===== src/rtl/tohost_sig_monitor_pkg.sv =====
// tohost_sig_monitor_pkg: shared state encodings, defaults and signature sizing helper
package tohost_sig_monitor_pkg;
   typedef enum logic [2:0] {ST_RUN, ST_RD, ST_WAIT, ST_PUSH, ST_DONE} state_e;
   localparam logic [31:0] DEF_TOHOST_PC = 32'h0000_0040;
   localparam int DEF_HIT_LIMIT = 8;
   localparam logic [31:0] PASS_X3 = 32'd1;
   // Number of words in [b, e); an empty or inverted region yields zero.
   function automatic logic [29:0] sig_words(input logic [31:0] b, input logic [31:0] e);
      return (e > b) ? 30'((e - b) >> 2) : 30'd0;
   endfunction
endpackage


===== src/rtl/mon_cnt32.sv =====
// mon_cnt32: 32-bit wrapping counter with increment enable, freeze and async clear
module mon_cnt32 (
   input  logic        clk,
   input  logic        rst_n,
   input  logic        inc_i,
   input  logic        frz_i,
   output logic [31:0] cnt_o
);
   logic [31:0] cnt_q;
   // Count on enabled edges unless frozen.
   always_ff @(posedge clk or negedge rst_n)
      if (!rst_n) cnt_q <= '0;
      else if (inc_i && !frz_i) cnt_q <= cnt_q + 32'd1;
   assign cnt_o = cnt_q;
endmodule


===== src/rtl/tohost_sig_monitor.sv =====
// tohost_sig_monitor: end-of-test detector and DTCM signature streamer; watchdog under SIG_TIMEOUT_EN
module tohost_sig_monitor
   import tohost_sig_monitor_pkg::*;
#(
   parameter logic [31:0] TOHOST_PC   = DEF_TOHOST_PC,
   parameter int          HIT_LIMIT   = DEF_HIT_LIMIT,
   parameter int          DTCM_AW     = 12,
   parameter logic [31:0] TIMEOUT_CYC = 32'd50000
) (
   input  logic               clk,
   input  logic               cpurst_n,
   input  logic               inst_valid,
   input  logic [31:0]        inst_pc,
   input  logic [31:0]        x3_val,
   input  logic [31:0]        sig_base,
   input  logic [31:0]        sig_end,
   output logic               rd_en,
   output logic [DTCM_AW-1:0] rd_addr,
   input  logic [31:0]        rd_data,
   output logic               sig_valid,
   input  logic               sig_ready,
   output logic [31:0]        sig_data,
   output logic               sig_last,
   output logic               done,
   output logic               pass,
   output logic               timeout,
   output logic [31:0]        cycle_count,
   output logic [31:0]        instret
);
   state_e             state_q;
   logic [31:0]        hit_q;
   logic [DTCM_AW-1:0] ptr_q;
   logic [29:0]        rem_q;
   logic [31:0]        data_q;
   logic               valid_q, last_q, pass_q, tmo_q;
   logic               in_run, hit, trig, tmo_hit;
   logic [29:0]        words_d;
   assign in_run  = state_q == ST_RUN;
   assign hit     = in_run && inst_valid && inst_pc == TOHOST_PC;
   assign trig    = hit && hit_q == 32'(HIT_LIMIT - 1);
   assign words_d = sig_words(sig_base, sig_end);
`ifdef SIG_TIMEOUT_EN
   assign tmo_hit = in_run && !trig && cycle_count == TIMEOUT_CYC - 32'd1;
`else
   logic unused_timeout;
   assign tmo_hit        = 1'b0;
   assign unused_timeout = ^TIMEOUT_CYC;
`endif
   mon_cnt32 u_cyc (.clk(clk), .rst_n(cpurst_n), .inc_i(1'b1), .frz_i(!in_run), .cnt_o(cycle_count));
   mon_cnt32 u_ret (.clk(clk), .rst_n(cpurst_n), .inc_i(inst_valid), .frz_i(!in_run), .cnt_o(instret));
   // Trigger detection, then one read / capture / handshake round per signature word.
   always_ff @(posedge clk or negedge cpurst_n)
      if (!cpurst_n) begin
         state_q <= ST_RUN;
         hit_q   <= '0;
         ptr_q   <= '0;
         rem_q   <= '0;
         data_q  <= '0;
         valid_q <= 1'b0;
         last_q  <= 1'b0;
         pass_q  <= 1'b0;
         tmo_q   <= 1'b0;
      end else
         case (state_q)
            ST_RUN: begin
               if (hit && hit_q < 32'(HIT_LIMIT)) hit_q <= hit_q + 32'd1;
               if (trig) begin
                  pass_q  <= x3_val == PASS_X3;
                  ptr_q   <= sig_base[DTCM_AW+1:2];
                  rem_q   <= words_d;
                  state_q <= (words_d == 30'd0) ? ST_DONE : ST_RD;
               end else if (tmo_hit) begin
                  tmo_q   <= 1'b1;
                  pass_q  <= 1'b0;
                  state_q <= ST_DONE;
               end
            end
            ST_RD: state_q <= ST_WAIT;
            ST_WAIT: begin
               data_q  <= rd_data;
               valid_q <= 1'b1;
               last_q  <= rem_q == 30'd1;
               state_q <= ST_PUSH;
            end
            ST_PUSH:
               if (sig_ready) begin
                  valid_q <= 1'b0;
                  last_q  <= 1'b0;
                  ptr_q   <= ptr_q + DTCM_AW'(1);
                  rem_q   <= rem_q - 30'd1;
                  state_q <= last_q ? ST_DONE : ST_RD;
               end
            default: ;
         endcase
   assign rd_en     = state_q == ST_RD;
   assign rd_addr   = ptr_q;
   assign sig_valid = valid_q;
   assign sig_data  = data_q;
   assign sig_last  = last_q;
   assign done      = state_q == ST_DONE;
   assign pass      = pass_q;
   assign timeout   = tmo_q;
endmodule


===== config.mk =====
export PLATFORM = sky130hd
export DESIGN_NAME = tohost_sig_monitor
export DESIGN_NICKNAME = d
export VERILOG_FILES = /design/src/rtl/tohost_sig_monitor_pkg.sv /design/src/rtl/mon_cnt32.sv /design/src/rtl/tohost_sig_monitor.sv
export SDC_FILE = /design/constraint.sdc
export NUM_CORES = 1
export LEC_CHECK = 0
export ABC_AREA = 1
export BUFFER_PORTS_ARGS = -buffer_cell sky130_fd_sc_hd__buf_2
export CORE_MARGIN = 2
export CORE_UTILIZATION = 25
export CTS_BUF_LIST = sky130_fd_sc_hd__clkbuf_2 sky130_fd_sc_hd__clkbuf_4 sky130_fd_sc_hd__clkbuf_8
export DETAILED_ROUTE_END_ITERATION = 16
export GPL_TIMING_DRIVEN = 0
export PLACE_DENSITY = 0.39
export SYNTH_ARGS = -nofsm -noshare
export SYNTH_HDL_FRONTEND = slang
export SYNTH_SLANG_ARGS = --single-unit

===== constraint.sdc =====
create_clock -name clk -period 2.9 [get_ports clk]
set_input_delay 0.29 -clock clk [delete_from_list [all_inputs] [get_ports clk]]
set_output_delay 0.29 -clock clk [all_outputs]
set_load 0.1 [all_outputs]

; ---- Word-level counts from Yosys, hierarchy flattened
; Cells that the tools add are included.
[totals]
regBits = 176
latch_bits = 0
mem_bits_rw = 0
mem_bits_ro = 0
in_bits = 164
output_inout_bits = 114
mem_count = 0
[op_classes]
n_addsub = 6
n_mul = 0
div = 0
order_cmp = 2
n_eq_ne = 10
shift = 0
mux = 15
bitwise_logic = 0
n_reduce_logical = 14
[op_table]
columns = op, count
row1 = adder 32 x 1 -> 32 bit (second input constant), 3
row2 = two-way mux 30 bit, 3
row3 = case mux 30 bit (2 select lines), 1
row4 = == test 32 x 1 -> 1 bit (second input constant), 1
row5 = == test 32 x 3 -> 1 bit (second input constant), 1
row6 = == test 32 x 7 -> 1 bit (second input constant), 1
row7 = greater-than comparator 32 bit, 1
row8 = less-than comparator 32 x 4 -> 1 bit (second input constant), 1
row9 = subtractor 32 bit, 1
row10 = == test 30 x 1 -> 1 bit (second input constant), 1
row11 = logical NOT 30 bit, 1
row12 = subtractor 30 x 1 -> 30 bit (second input constant), 1
row13 = two-way mux 12 bit, 2
row14 = case mux 12 bit (2 select lines), 1
row15 = adder 12 x 1 -> 12 bit (second input constant), 1
row16 = two-way mux 3 bit, 4
row17 = case mux 3 bit (4 select lines), 1
row18 = == test 3 x 2 -> 1 bit (second input constant), 2
row19 = AND reduction 2 bit, 3
row20 = AND reduction 3 bit, 2
row21 = logical AND 1 bit, 4
row22 = case mux 1 bit (2 select lines), 2
row23 = nonzero test 2 bit, 2
row24 = nonzero test 4 bit, 1
row25 = 6 further kinds, 6

; ---- Logic depth before layout (Yosys ltp)
; Gate-level depths: netlist of run 1.
[logic_depth]
depth_word = 6
mapped_depth = 23
mapped_depth_nobuf = 23

; ---- Hierarchy
; A second synthesis of run 1 with hierarchy kept.
[unflattened]
hier_cells = 1750
hier_area_um2 = 11969.0
[by_module_without_submodules]
columns = mod, instances, cells_per_inst, area_per_inst_um2, seq_area_each_um2
row1 = tohost_sig_monitor, 1, 1290, 8438.1, 2802.7
row2 = mon_cnt32, 2, 230, 1765.4, 800.8

; ---- Worst setup path after synthesis of run 1
; No wires, ideal clock.
[synth_path]
path_type = register to register
start = reg u_cyc.cnt_q[2], in the netlist u_cyc.cnt_o[2]
end = reg u_cyc.cnt_q[31], in the netlist u_cyc.cnt_o[31]
arrival_time_ps = 2756
required_ps = 2742
setup_slack_ps = -14
stages_incl_launch_ff = 12
path_buffers = 0
synth_period_minus_slack_ps = 2914
cell_sequence = dfrtp_1 -> and3_1 -> nand3_1 -> nor2_1 -> nand4_1 -> nor3_2 -> nand3_1 -> nor2_2 -> nand3_1 -> inv_1 -> nand3_1 -> xnor2_1
[synth_between]
elab_chain_len = 1
[synth_lines]
columns = element, line
row1 = "start, declared", mon_cnt32.sv:9  ; logic [31:0] cnt_q;
row2 = "start signal, assigned", mon_cnt32.sv:13  ; else if (inc_i && !frz_i) cnt_q <= cnt_q + 32'd1;
row3 = adder 32 x 1 -> 32 bit, mon_cnt32.sv:13
; Every way passes these cells.
; A chain may end at the register's enable or synchronous reset.

; ---- Final worst setup path of run 1
[layout_path]
start = reg rem_q[4]
end = reg rem_q[29]
[layout_between]
elab_chain_len = 3
[layout_lines]
columns = element, line
row1 = "start, declared", tohost_sig_monitor.sv:33  ; logic [29:0] rem_q;
row2 = "start signal, assigned", tohost_sig_monitor.sv:70  ; rem_q <= words_d;
row3 = "start signal, assigned", tohost_sig_monitor.sv:90  ; rem_q <= rem_q - 30'd1;
row4 = subtractor 30 x 1 -> 30 bit, tohost_sig_monitor.sv:90
row5 = two-way mux 30 bit, tohost_sig_monitor.sv:86  ; if (sig_ready) begin
row6 = case mux 30 bit (2 select lines), tohost_sig_monitor.sv:64  ; case (state_q)
; Every way passes these cells. The select of a mux whose other input is x is not followed.

==> flow_summary_export.csv, run 1 <==
group,metric,value,unit
global_routing,grt_pass1_wl,58600,um
clocking,cts_root_buf,"clkbuf_8",
yosys,synth_xor_area_frac,0.0725,
floorplanning,chipHeight,217,um
sta,period_needed,2660,ps
setup_path,worstPathMaxFanout,4,
finish,syn_to_final_growth,26.4,%
yosys,synthArstFlopShare,1.00,
yosys,synth_top_family_by_area,"simple AND/OR/NAND/NOR gates",
floorplanning,start_util,0.252,
global_routing,grt_max_degree,95,
sta,max_freq,0.376,GHz
global_routing,grt_overflow,0,
clocking,cts.clk_slew.worst_paths,90,ps
floorplanning,std_cell_rows,78,
floorplanning,dieArea,47100,um^2
sta,hold_viol,0,
yosys,ys_seq_area_frac,0.388,
power,pwr_density_cell,367,nW/um^2
yosys,yosysTopAreaCell,"dfrtp_1",
global_routing,grt_use_total,0.161,
sta,finClkSkew,22.4,ps
finish,final_util,0.318,
place,place_hpwl,29700,um
yosys,synth.ff_latch_count,176,
clocking,clkLatencyLatePin,550,ps
routing,ant_nets,0,
sta,timing.final.max_slew_violations,0,
yosys,synth-simple-area-share,0.331,
yosys,synth_ff_type,"dfrtp_1",
setup_path,critPathLaunchType,"register",
yosys,postSynthCellCount,1593,
yosys,synth_mux_area_frac,0,
routing,post_drt_via_cell_ratio,4.30,
outcome,status,"complete, no violations",
yosys,synth_area,11300,um^2
floorplanning,placeableCoreArea,45100,um^2
routing,wl_met1,16900,um
power,ir_drop,196,uV
sta,slew-limit-headroom,0.516,
setup_path,crit_type,"reg2reg",
sta,rsz0062_at_grt,"no",
routing,dr_wl_met3,1430,um
place,port_buffers,276,
routing,drt_first_iter_violations,471,
yosys,synth_top_area_share,0.388,
power,p_total,5.27,mW
routing,routed.top_layer,"met4",
yosys,yosysWarnings,0,
global_routing,grt_pass1_vias,10800,
routing,wl_per_cell,14.6,um
routing,drc,0,
power,p_leak,7.83,nW
sta,setup_viol_count_final,0,
global_routing,antenna_found_initial,0,
routing,wl_met2,18300,um
clocking,cts_made_buffers,17,
sta,fin_crit_sh,0.917,
clocking,cts_buffer_depth,2,
floorplanning,fp.dieW,217,um
routing,via_count,10900,
finish,drive_above_1_share,0.189,
clocking,cts_sinks,176,
yosys,yosys-top-cells-area,"dfrtp_1 39%, nand2_1 17%, inv_1 7.8%",
yosys,syn_area_per_cell,7.12,um^2
yosys,synth_edf_count,0,
run,drv_cap,0,
yosys,syn_nets,1795,
clocking,htree_levels,4,
routing,first_pass_iters,4,
yosys,ys_types,52,
yosys,synth-adder-area-share,0.0419,
setup_path,crit_required,3310,ps
place,routabilityCongestion,0.859,
finish,num-nets-final,2130,
sta,worstMarginPinSlew,725,ps
setup_path,end_kind,"register",
clocking,tritoncts,"built",
floorplanning,ios,278,
worst_hold_path,hold_path.class,"in2reg",
routing,routed_wl,37200,um
setup_path,worst_ep_arrival_time,3070,ps
yosys,synth_compound_area_frac,0.0669,
==> path summary, 6_finish.rpt <==
kind	from	to	slack, ps	cells past startpoint
max	rem_q[4]	rem_q[29]	240	12
min	x3_val[17]	pass	70	4
max reg2reg	rem_q[4]	rem_q[29]	240	12
min reg2reg	hit_q[28]	hit_q[28]	460	1
max in group asynchronous	cpurst_n	u_cyc.cnt_o[1]	1570	3
min in group asynchronous	cpurst_n	rd_addr[2]	300	2
==> cell usage after synthesis (3+ instances only) <==
cell      count
nand2_1     507
inv_1       237
dfrtp_1     176
nor2_1      124
nand3_1      73
o21ai_0      66
xor2_1       61
a21oi_1      53
clkbuf_1     46
ha_1         38
nor3_1       35
xnor2_1      33
nor4_1       28
nand4_1      26
o211ai_1      9
nor2_2        7
nand3b_1      6
and2_1        5
buf_2         5
nand2_2       5
nor2_4        5
a31oi_1       3
inv_2         3
nand3_2       3
nand4_2       3
nor3_2        3
==> layer usage <==
| metal | global-route usage | vias up |
|---|---|---|
| met5 | 0 | - |
| met4 | 0.0443 | 0 |
| met3 | 0.0323 | 31 |
| met2 | 0.283 | 207 |
| met1 | 0.199 | 5016 |
| li1 | - | 5665 |
==> critical path: stages, from the launching register on <==
cell and delay (ps):
dfrtp_1 420, nor2_1 240, nand4_1 230, nor3b_2 300, nand3_1 200, nor2_2 200, nand2_2 140, nor2_4 160
nand3_1 120, o21ai_0 200, nand2_1 70, o21ai_0 160, o21ai_0 100
==> flip-flops by register name, summed over array words and instances (netlist names), 3 cells and up <==
register / flops
sig_data: 32
state_q: 3
u_ret.cnt_o: 32
rem_q: 30
hit_q: 32
rd_addr: 12
u_cyc.cnt_o: 32
==> layout by cell type (no fill, tap or decap), types with 3 or more instances in the layout <==
master,synthesis,final
ha_1,38,38
nand2_1,507,506
xnor2_1,33,33
nor3_1,35,35
dfrtp_2,0,3
clkbuf_1,46,44
dlygate4sd3_1,0,36
clkbuf_8,0,18
nor2_4,5,5
o21ai_0,66,66
nand4_1,26,26
clkinv_4,0,3
nor2_1,124,121
dfrtp_1,176,173
inv_2,3,3
nand2_2,5,6
xor2_1,61,61
and2_1,5,5
nand3_1,73,73
nor2_2,7,10
nand4_2,3,3
nor3_2,3,3
inv_1,237,237
buf_2,5,280
buf_4,2,4
a31oi_1,3,3
nand3b_1,6,6
a21oi_1,53,53
o211ai_1,9,9
inv_6,0,3
nor4_1,28,28
==> stage by stage <==
step	setup TNS [ps]	std cells	cell area [um^2]	setup WS, ps	hold slack [ps]
after floorplan	0	1593	11400	81.8	-5.59
after global placement	-323780	2469	13500	-2210	440
after detailed placement	-6160	2470	13500	-239	359
after CTS	0	2539	14300	92.6	4.74
after global routing	0	2540	14300	22.7	29.8
final	0	2541	14300	240	71.7
==> layout make-up <==
cell class                      instances  area (um^2)
Clock buffer                           19          255
Buffer                                 54          219
Inverter                              241          905
Sequential cell                       176         4410
Clock inverter                         12          153
Multi-Input combinational cell       1122         5840
Tap cell                              600          751
Fill cell                            5041        30700
Timing Repair Buffer                  316         1810
Antenna cell                            1         2.50
==> logic make-up (layout without fill, tap and decap cells) <==
logic type      Yosys count  after routing
buf+inv                 295            642
flops                   176            176
xor+xnor                 94             94
compound gates          141            141
other cells               1              2
fa+ha+maj                38             38
simple gates            848            848
==> what timing repair did <==
action,4_1_cts,5_1_grt
setup buffers,2,1
pin swaps,1,1
gates resized for setup,0,9
endpoints found under the setup margin,42,31
hold endpoints to repair,115,0
hold buffers,36,0
==> where the power goes <==
part           switching (mW)  internal [mW]  total, mW
clock network            1.06          0.814       1.87
registers                   0           2.45       2.45
logic                   0.602          0.344      0.945
Note: power is estimated with default switching activity, not from simulation.
==> run 2, diff against run 1 <==
--- a/config.mk
+++ b/config.mk
@@ -8,11 +8,11 @@
 export ABC_AREA = 1
 export BUFFER_PORTS_ARGS = -buffer_cell sky130_fd_sc_hd__buf_2
 export CORE_MARGIN = 2
-export CORE_UTILIZATION = 25
+export CORE_UTILIZATION = 56
 export CTS_BUF_LIST = sky130_fd_sc_hd__clkbuf_2 sky130_fd_sc_hd__clkbuf_4 sky130_fd_sc_hd__clkbuf_8
 export DETAILED_ROUTE_END_ITERATION = 16
 export GPL_TIMING_DRIVEN = 0
-export PLACE_DENSITY = 0.39
+export PLACE_DENSITY = 0.79
 export SYNTH_ARGS = -nofsm -noshare
 export SYNTH_HDL_FRONTEND = slang
 export SYNTH_SLANG_ARGS = --single-unit
==> run 2 against run 1 <==
Effect of this change:
- first-iteration DRC count up 23%
- cell count down 13%
- clock skew down 6.7 ps
- hold slack worse by 47 ps
- critical path depth unchanged
- sequential cell count unchanged
==> flow_summary_export.csv, run 2 (same netlist as run 1, synthesis figures left out) <==
group,metric,value,unit
sta,timing.final.max_slew_violations,0,
global_routing,grt_pass1_wl,51800,um
clocking,cts_buffer_depth,2,
place,post-place-ws,-40.0,ps
finish,drive_above_1_share,0.188,
routing,wl_met1,12900,um
floorplanning,ios,278,
worst_hold_path,hold_path.class,"in2reg",
power,p_leak,7.77,nW
routing,routed.top_layer,"met4",
finish,final_util,0.689,
finish,mostFrequentLayoutCells,"506 x nand2_1, 280 x buf_2, 237 x inv_1, 173 x dfrtp_1, 124 x nor2_1",
clocking,clkLatencyLatePin,480,ps
power,p_int,3.42,mW
sta,tns,0,ps
floorplanning,placeableCoreArea,20000,um^2
floorplanning,start_util,0.566,
run,drv_cap,0,
floorplanning,chipHeight,146,um
place,port_buffers,276,
clocking,cts.clk_slew.worst_paths,100,ps
clocking,htree_levels,4,
sta,hold_viol,0,
clocking,cts_made_buffers,17,
routing,routed_wl,31300,um
global_routing,antenna_found_initial,0,
place,place_hpwl,24800,um
sta,period_needed,2660,ps
clocking,tritoncts,"built",
sta,finClkSkew,15.7,ps
finish,num-nets-final,2121,
global_routing,grt_max_degree,102,
outcome,status,"complete, no violations",
place,routabilityCongestion,0.948,
routing,drc,0,
clocking,cts_root_buf,"clkbuf_8",
power,swShare,0.315,
setup_path,crit_required,3230,ps
routing,wl_per_cell,14.2,um
routing,wl_met2,15300,um
sta,worstMarginPinSlew,627,ps
global_routing,grt_overflow,0,
power,clkPwrFrac,0.329,
floorplanning,std_cell_rows,52,
routing,post_drt_via_cell_ratio,5.12,
power,ir_drop,273,uV
floorplanning,fp.dieW,146,um
finish,final_common_cell,"nand2_1",
routing,drt_first_iter_violations,578,
sta,setup_viol_count_final,0,
setup_path,worstPathMaxFanout,10,
routing,ant_nets,0,
global_routing,grt_use_total,0.298,
sta,worst_slack,241,ps
routing,first_pass_iters,5,
power,pwr_density_cell,362,nW/um^2
floorplanning,dieArea,21400,um^2
sta,rsz0062_at_grt,"no",
sta,slew-limit-headroom,0.578,
power,p_total,5.00,mW
clocking,cts_sinks,176,
finish,syn_to_final_growth,21.6,%
power,p_switching,1.58,mW
power,pwr-share-seq,0.490,
setup_path,worst_ep_arrival_time,2990,ps
sta,max_freq,0.376,GHz
setup_path,critPathLaunchType,"register",
global_routing,grt_pass1_vias,11100,
setup_path,crit_type,"reg2reg",
power,pwr-share-comb,0.181,
routing,dr_wl_met3,1930,um
routing,via_count,11300,
sta,fin_crit_sh,0.917,
setup_path,end_kind,"register",
==> run 2: timing repair <==
item                                    in CTS  in global routing
endpoints found under the setup margin       0                 42
setup buffers                                0                  3
gates resized for setup                      0                  2
hold buffers                                26                  1
hold endpoints to repair                   100                  1
==> run 2: worst max-delay path, stage by stage (launching register included) <==
cell	delay (ps)
dfrtp_1	470
nor3_4	240
buf_12	150
nand2_4	90
inv_1	140
nand2_1	100
inv_1	60
nand2_1	180
nand2_1	170
nand3_2	200
inv_2	130
clkbuf_1	410
o21ai_0	170
==> run 2: path summary, 6_finish.rpt <==
kind                       cells past startpoint         from              to  slack (ps)
max                                           12   state_q[0]       rem_q[10]         240
min                                            3  rd_data[15]    sig_data[15]          30
max reg2reg                                   12   state_q[0]       rem_q[10]         240
min reg2reg                                    1    hit_q[15]       hit_q[15]         460
max in group asynchronous                      3     cpurst_n  u_cyc.cnt_o[0]        1580
min in group asynchronous                      2     cpurst_n       hit_q[29]         390
==> run 2: final cells by class <==
type	count	area (um^2)
fill	1745	6240
multi-input combinational	1122	5830
sequential	176	4410
timing repair buffer	307	1720
inverter	241	905
tap	270	338
clock buffer	17	234
buffer	54	216
clock inverter	14	141
antenna	1	2.50
==> run 2: through the flow <==
step | hold WS [ps] | cell area [um^2] | cells
after floorplan | -5.59 | 11400 | 1593
after global placement | 440 | 13100 | 2139
after detailed placement | 307 | 13100 | 2140
after CTS | 0.526 | 13700 | 2197
after global routing | 2.16 | 13800 | 2201
final | 25.1 | 13800 | 2202
==> run 2: routing by layer <==
metal,track usage,vias up
met5,0,-
met4,0.131,0
met3,0.0538,82
met2,0.523,393
met1,0.360,5149
li1,-,5650
==> run 2: power by group through the flow <==
stage          logic (mW)  clock network (mW)  registers (mW)
2_1_floorplan       0.525                   0            2.50
3_3_place_gp        0.845                   0            2.50
3_5_place_dp        0.863                   0            2.50
4_1_cts             0.894                1.68            2.45
5_1_grt              1.03                1.78            2.45
6_report            0.906                1.64            2.45
